File: config.mk
export PLATFORM = sky130hd
export DESIGN_NAME = bcd_conv
export DESIGN_NICKNAME = d
export VERILOG_FILES = /design/src/rtl/bcd_conv_pkg.sv /design/src/rtl/bcd_adj.sv /design/src/rtl/bcd_conv.sv
export SDC_FILE = /design/constraint.sdc
export NUM_CORES = 1
export LEC_CHECK = 0
export ABC_AREA = 1
export CAP_MARGIN = 20
export CORE_ASPECT_RATIO = 1.4
export CORE_UTILIZATION = 45
export CTS_CLUSTER_DIAMETER = 120
export CTS_CLUSTER_SIZE = 28
export DETAILED_ROUTE_END_ITERATION = 8
export GPL_ROUTABILITY_DRIVEN = 0
export GPL_TIMING_DRIVEN = 0
export PLACE_DENSITY = 0.67
export SETUP_SLACK_MARGIN = 0.5
export SLEW_MARGIN = 30
export SYNTH_ARGS = -nofsm -noshare
export SYNTH_HDL_FRONTEND = slang
export SYNTH_SLANG_ARGS = --single-unit
File: constraint.sdc
create_clock -name iCLK -period 1.8 [get_ports iCLK]
set_input_delay 0.18 -clock iCLK [delete_from_list [all_inputs] [get_ports iCLK]]
set_output_delay 0.18 -clock iCLK [all_outputs]
set_load 0.005 [all_outputs]
File: src/rtl/bcd_conv_pkg.sv
// Shared definitions for the binary-to-BCD converter: digit width, default
// digit count and the converter state encoding.
package bcd_conv_pkg;

    localparam int BCD_DIGIT_W = 4;
    localparam int HEX_DIGITS  = 5;

    typedef enum logic {
        ST_IDLE  = 1'b0,
        ST_SHIFT = 1'b1
    } state_e;

endpackage : bcd_conv_pkg

File: src/rtl/bcd_adj.sv
// Double-dabble digit correction: a BCD digit of 5 or more gets +3 so the
// following left shift carries correctly into the next decade.
module bcd_adj
    import bcd_conv_pkg::*;
(
    input  logic [BCD_DIGIT_W-1:0] digit_i,
    output logic [BCD_DIGIT_W-1:0] digit_o
);

    always_comb begin
        if (digit_i >= BCD_DIGIT_W'(5)) begin
            digit_o = digit_i + BCD_DIGIT_W'(3);
        end else begin
            digit_o = digit_i;
        end
    end

endmodule : bcd_adj

File: src/rtl/bcd_conv.sv
// Sequential binary-to-BCD converter (shift-add-3, one bit per clock) with
// sign handling and leading-zero blanking flags for 7-segment displays.
module bcd_conv
    import bcd_conv_pkg::*;
#(
    parameter int WIDTH  = 16,
    parameter int DIGITS = HEX_DIGITS
) (
    input  logic                          iCLK,
    input  logic                          iRST,
    input  logic                          iSTART,
    input  logic                          iSIGNED,
    input  logic [WIDTH-1:0]              iBIN,
    output logic                          oBUSY,
    output logic                          oDONE,
    output logic                          oNEG,
    output logic [BCD_DIGIT_W*DIGITS-1:0] oBCD,
    output logic [DIGITS-1:0]             oBLANK
);

    localparam int SCR_W = BCD_DIGIT_W * DIGITS;
    localparam int CNT_W = $clog2(WIDTH + 1);
    localparam logic [CNT_W-1:0]  LAST_CNT  = CNT_W'(WIDTH - 1);
    localparam logic [DIGITS-1:0] RST_BLANK = {{(DIGITS-1){1'b1}}, 1'b0};

    state_e               state_q,    state_d;
    logic [WIDTH-1:0]     shreg_q,    shreg_d;
    logic [SCR_W-1:0]     scratch_q,  scratch_d;
    logic [CNT_W-1:0]     cnt_q,      cnt_d;
    logic                 neg_pend_q, neg_pend_d;
    logic                 busy_q,     busy_d;
    logic                 done_q,     done_d;
    logic                 neg_q,      neg_d;
    logic [SCR_W-1:0]     bcd_q,      bcd_d;
    logic [DIGITS-1:0]    blank_q,    blank_d;

    logic [SCR_W-1:0]     adj_scratch;
    logic [SCR_W-1:0]     shifted_scratch;
    logic [DIGITS-1:0]    final_blank;
    logic                 higher_zero;
    logic                 start_neg;

    for (genvar g = 0; g < DIGITS; g++) begin : g_adj
        bcd_adj u_adj (
            .digit_i (scratch_q[g*BCD_DIGIT_W +: BCD_DIGIT_W]),
            .digit_o (adj_scratch[g*BCD_DIGIT_W +: BCD_DIGIT_W])
        );
    end

    assign shifted_scratch = {adj_scratch[SCR_W-2:0], shreg_q[WIDTH-1]};
    assign start_neg       = iSIGNED & iBIN[WIDTH-1];

    // A digit is blanked only while it and every digit above it are zero.
    always_comb begin
        higher_zero = 1'b1;
        final_blank = '0;
        for (int i = DIGITS - 1; i >= 1; i--) begin
            higher_zero    = higher_zero &
                             (shifted_scratch[i*BCD_DIGIT_W +: BCD_DIGIT_W] == '0);
            final_blank[i] = higher_zero;
        end
    end

    always_comb begin
        // NOTE: every next-state value defaults to its register so no path
        // through the case statement can leave a signal unassigned (latch).
        state_d    = state_q;
        shreg_d    = shreg_q;
        scratch_d  = scratch_q;
        cnt_d      = cnt_q;
        neg_pend_d = neg_pend_q;
        busy_d     = busy_q;
        done_d     = 1'b0;
        neg_d      = neg_q;
        bcd_d      = bcd_q;
        blank_d    = blank_q;

        case (state_q)
            ST_IDLE: begin
                if (iSTART) begin
                    state_d    = ST_SHIFT;
                    busy_d     = 1'b1;
                    neg_pend_d = start_neg;
                    // 0x8000 negates to itself, which read unsigned is 32768.
                    shreg_d    = start_neg ? (~iBIN) + WIDTH'(1) : iBIN;
                    scratch_d  = '0;
                    cnt_d      = '0;
                end
            end
            ST_SHIFT: begin
                scratch_d = shifted_scratch;
                shreg_d   = {shreg_q[WIDTH-2:0], 1'b0};
                cnt_d     = cnt_q + CNT_W'(1);
                if (cnt_q == LAST_CNT) begin
                    state_d = ST_IDLE;
                    busy_d  = 1'b0;
                    done_d  = 1'b1;
                    bcd_d   = shifted_scratch;
                    neg_d   = neg_pend_q;
                    blank_d = final_blank;
                end
            end
            default: state_d = ST_IDLE;
        endcase
    end

    // NOTE: sequential state uses non-blocking assignments only, so every
    // register samples the pre-edge value of every other register.
    always_ff @(posedge iCLK) begin
        if (iRST) begin
            state_q    <= ST_IDLE;
            shreg_q    <= '0;
            scratch_q  <= '0;
            cnt_q      <= '0;
            neg_pend_q <= 1'b0;
            busy_q     <= 1'b0;
            done_q     <= 1'b0;
            neg_q      <= 1'b0;
            bcd_q      <= '0;
            blank_q    <= RST_BLANK;
        end else begin
            state_q    <= state_d;
            shreg_q    <= shreg_d;
            scratch_q  <= scratch_d;
            cnt_q      <= cnt_d;
            neg_pend_q <= neg_pend_d;
            busy_q     <= busy_d;
            done_q     <= done_d;
            neg_q      <= neg_d;
            bcd_q      <= bcd_d;
            blank_q    <= blank_d;
        end
    end

    assign oBUSY  = busy_q;
    assign oDONE  = done_q;
    assign oNEG   = neg_q;
    assign oBCD   = bcd_q;
    assign oBLANK = blank_q;

endmodule : bcd_conv

# --- After elaboration in Yosys (flattened, before gate mapping) ---
# Index checks and enable logic that the tools add are counted.
op_classes:
  n_addsub: 7
  n_mul: 0
  div: 0
  magnitude_cmp: 5
  eq_ne: 3
  shift: 0
  n_mux: 19
  n_bitwise: 6
  n_reduce_logical: 8
op_table:
  columns: ["operator", "n"]
  rows:
  - ["20-bit one-hot mux with 2 select lines", 1]
  - ["16-bit two-way mux", 2]
  - ["16-bit one-hot mux with 2 select lines", 1]
  - ["4-bit by 3-bit >= comparator with 1-bit output (second input constant)", 5]
  - ["20-bit two-way mux", 1]
  - ["16-bit by 1-bit adder with 16-bit output (second input constant)", 1]
  - ["4-bit by 2-bit adder with 4-bit output (second input constant)", 4]
  - ["4-bit zero test", 4]
  - ["4-bit two-way mux", 4]
  - ["16-bit NOT", 1]
  - ["5-bit one-hot mux with 2 select lines", 1]
  - ["2-bit AND reduction", 3]
  - ["5-bit by 1-bit adder with 5-bit output (second input constant)", 1]
  - ["5-bit by 4-bit equality test with 1-bit output (second input constant)", 1]
  - ["1-bit two-way mux", 5]
  - ["5-bit two-way mux", 1]
  - ["1-bit AND", 4]
  - ["1-bit one-hot mux with 2 select lines", 2]
  - ["3-bit by 2-bit adder with 3-bit output (second input constant)", 1]
  - ["3-bit two-way mux", 1]
  - ["2-bit by 1-bit inequality test with 1-bit output (second input constant)", 1]
  - ["2-bit inequality test (second input constant)", 1]
  - ["2-bit OR reduction", 1]
  - ["1-bit NOT", 1]
totals:
  register_bits: 70
  latchBits: 0
  ram_bits: 0
  mem_bits_ro: 0
  in_bits: 20
  output_inout_bits: 28
  word_cells: 58
  memories: 0

# --- Logic depth before layout (Yosys ltp) ---
depth:
  ltp_word: 6
  depth_mapped: 11

# --- Cells and area by module ---
# A second synthesis with hierarchy kept.
hier_totals:
  cells_unflattened: 529
  area_unflattened_um2: 3698.5
by_module_without_submodules:
  columns: ["mod", "n_inst", "cells_per_inst", "area_each_um2", "seq_area_each_um2"]
  rows:
  - ["bcd_conv", 1, 414, 3022.9, 1401.3]
  - ["bcd_adj", 5, 23, 135.1, 0.0]

# --- Worst setup path after synthesis ---
# No wires, ideal clock.
synth_path:
  path_kind: "reg2reg"
  start: "register cnt_q[0]"
  end: "register blank_q[1] (netlist: oBLANK[1])"
  setup_ns: 0.058
  arrival_ns: 1.350
  required_time_ns: 1.742
  path_slack_ns: 0.391
  path_stages_with_launch: 11
  period_less_slack_ns: 1.409
  path_cell_list: "dfxtp_1 ha_1 nand2_1 nor2_1 ha_1 nand2_4 nor2_1 nand2_1 nor2_2 nand4_1 nand2_1"
synth_between:
  elab_chain_cells: 2
synth_lines:
  columns: ["item", "line_no", "source"]
  rows:
  - ["start, declared", "bcd_conv.sv:29", "logic [CNT_W-1:0] cnt_q, cnt_d;"]
  - ["start signal, assigned", "bcd_conv.sv:125", "cnt_q <= cnt_d;"]
  - ["5-bit by 4-bit equality test with 1-bit output", "bcd_conv.sv:94", "if (cnt_q == LAST_CNT) begin"]
  - ["2-bit AND reduction (no line)", null, null]
  - ["end signal, assigned", "bcd_conv.sv:131", "blank_q <= blank_d;"]
  - ["end, declared", "bcd_conv.sv:35", "logic [DIGITS-1:0] blank_q, blank_d;"]
# Every way passes these cells.
# A chain may end at the register's enable or synchronous reset.

# --- Final worst setup path ---
layout_path:
  start: "register cnt_q[1]"
  end: "register blank_q[1] (netlist: oBLANK[1])"
# The elaborated chain is that of the path after synthesis.

==> impl_metrics.yaml <==
detailed_routing:
  viasPerCell: 5.41
  drc: 0
  wl_per_cell_um: 14.8
  vias: 3779
  ant_nets: 0
  wl_um: 10400
  drt_iter0_markers: 201
  drt_pass1_iterations: 5
grt:
  track_usage_pct: 24.6
  antenna_found_initial: 0
  overflow: 0
  grt_start_max_net_pins: 11
  first_global_vias: 3483
  grt_first_pass_wirelength_um: 15900
floorplan:
  start_util_pct: 46.6
  dieWidth_um: 78.0
  fp-row-count: 38
  pin_count: 48
  dieArea_um2: 8450
  coreArea_um2: 7800
  dieHeight_um: 108
timing:
  rsz0062_at_grt: "true"
  skew_ns: 0.0116
  worst_pin_slew_ns: 0.669
  finalCritPeriodShare_pct: 85.7
  slew_violations: 0
  worst_slack_ns: 0.257
  whs_ns: 0.227
  finalCriticalPeriod_ns: 1.54
  timing.final.hold_violations: 0
  setup_viol: 0
  slew_headroom_pct: 55.4
  fmax_ghz: 0.648
  fin_setup_tns_ns: 0
layout:
  drive_gt1_share_pct: 30.6
  area_delta_synth_final_pct: 38.7
  mostFrequentLayoutCells: "102 x nand2_1, 56 x nand3_1, 55 x dfxtp_1, 37 x inv_1, 35 x a21oi_1"
  layout.nets: 627
  layout_commonest_cell: "nand2_1"
  final_cells: 699
  diodes: 0
cts:
  hold_buffers: 0
  clock_tree.buffer_depth: 2
  clk_pin_slew_ns: 0.08
  cts_tree: "built"
  clock-sinks: 70
  h-tree-depth: 3
  cts-buffers-inserted: 9
  cts_root_buffer: "clkbuf_8"
  clk_latency_ns: 0.36
placed_design:
  numPortBuffers: 45
  post-place-ws_ns: 0.105
  dp.cells: 652
  hpwlAfterDp_um: 6950
power_and_ir_drop:
  powerDensity_nw_per_um2: 604
  power_leakage_nw: 2.20
  ir_drop_uv: 321
  p_total_mw: 3.05
synthesis:
  synth.distinct_cells: 37
  syn-cell-area_um2: 3640
  syn_inst: 507
  post-synth-top-area-cell: "dfxtp_1"
  ys_top_cells_by_area: "dfxtp_1 39%, nand2_1 12%, nand3_1 9.4%, a21oi_1 5.2%, inv_1 5.0%"
  dominantRegCellSynth: "dfxtp_1"
  synth_simple_gate_area_share_pct: 32.9
  avgSynthCellArea_um2: 7.17
  synth_xor_area_share_pct: 0.241
  ys_async_sr_fraction_pct: 0
  synth-adder-area-share_pct: 4.47
  synth_nets: 540
  ys_ff_latch: 70
  synth.top_cell.area_share_pct: 38.5
  yosysWarnings: 0
  synth_compound_area_share_pct: 14.5
  synth_top_family_by_area: "simple AND/OR/NAND/NOR gates"
  synth_seq_area_share_pct: 38.5
  synth_edf_count: 0
  muxShareOfSynthArea_pct: 0
worst_setup_path:
  worstPathMaxFanout: 7
  worstPathRequired_ns: 2.11
  r2r_setup_slack_ns: 0.26
  cp.arrival_ns: 1.85
  cp-end-kind: "flip-flop"
  ff2ff_path_depth: 10
  worstSetupPathType: "reg2reg"
  start_kind: "flip-flop"
hold_path:
  min_delay_path_depth: 2
  hold_class: "in2reg"
flow_run:
  maxCapViolCount: 0
outcome:
  status: "finished clean"
[power by group]
group / total [mW] / switching [mW] / leakage, nW / internal, mW
registers: 1.60 / 0.0178 / 0.575 / 1.58
clock network: 1.10 / 0.563 / 0.0817 / 0.539
logic: 0.348 / 0.213 / 1.54 / 0.134
total: 3.05 / 0.794 / 2.20 / 2.25
[flip-flops by register name, summed over array words and instances (netlist names)]
register,flops
oBUSY,1
state_q,1
oDONE,1
oNEG,1
cnt_q,5
shreg_q,16
scratch_q,20
oBLANK,4
neg_pend_q,1
oBCD,20
[final timing paths]
path,start,endpoint
worst max register to register,cnt_q[1],oBLANK[1]
worst min register to register,neg_pend_q,oNEG
worst min-delay path,iRST,cnt_q[2]
worst max-delay path,cnt_q[1],oBLANK[1]
[Yosys cell counts (5+ instances only)]
cell type / count
o21ai_0: 14
o21ai_1: 16
ha_1: 13
nand2_2: 6
dfxtp_1: 70
nand4_1: 11
a31oi_1: 5
nand3_2: 7
inv_1: 48
buf_2: 10
nand3_1: 68
a22oi_1: 11
a21oi_1: 38
nor2_1: 27
inv_2: 7
o22ai_1: 5
nand2_1: 118
[routing by layer]
metal	global-route usage, %	vias to the layer above	routed length, um
met4	14.2	0	445
met2	46.5	138	5520
met3	4.56	35	463
met1	25.2	1736	3950
met5	0	-	0
li1	-	1870	-
[per-stage QoR]
step	cell area (um^2)	util, %
final	5040	64.7
after global routing	5040	64.7
after CTS	4650	59.6
after detailed placement	4240	54.4
after global placement	4240	54.4
after floorplan	3660	-
[cell type report]
| type | instances | area (um^2) |
|---|---|---|
| inverters | 56 | 228 |
| plain buffers | 21 | 143 |
| clock buffers | 15 | 156 |
| clock inverters | 1 | 5.00 |
| flip-flops and latches | 70 | 1420 |
| multi-input cells | 361 | 2250 |
| repair buffers | 75 | 712 |
| well taps | 100 | 125 |
| fillers | 709 | 2750 |
[kinds of logic after synthesis]
group / count (synthesis)
and+or+nand+nor: 251
AOI/OAI and AO/OA: 94
buffers and inverters: 77
DFF: 70
adders and majority gates: 13
xor gates and xnor gates: 1
other: 1
[what timing repair did]
action	4_1_cts	5_1_grt
pin swaps	25	16
endpoints found under the hold margin	0	0
resized for setup	76	78
cloned	1	2
setup endpoints to repair	84	69
buffers inserted	18	10
[worst max-delay path, cell delays in order (launching register included)]
cell and delay (ns):
dfxtp_2 0.35, ha_4 0.13, nand2_2 0.05, nor2_2 0.08
ha_2 0.23, nand2_8 0.10, nor2_4 0.10, nand2_1 0.08
nor2_2 0.16, nand4_1 0.12, nand2_1 0.07
Power figures use the tool's default switching activity.
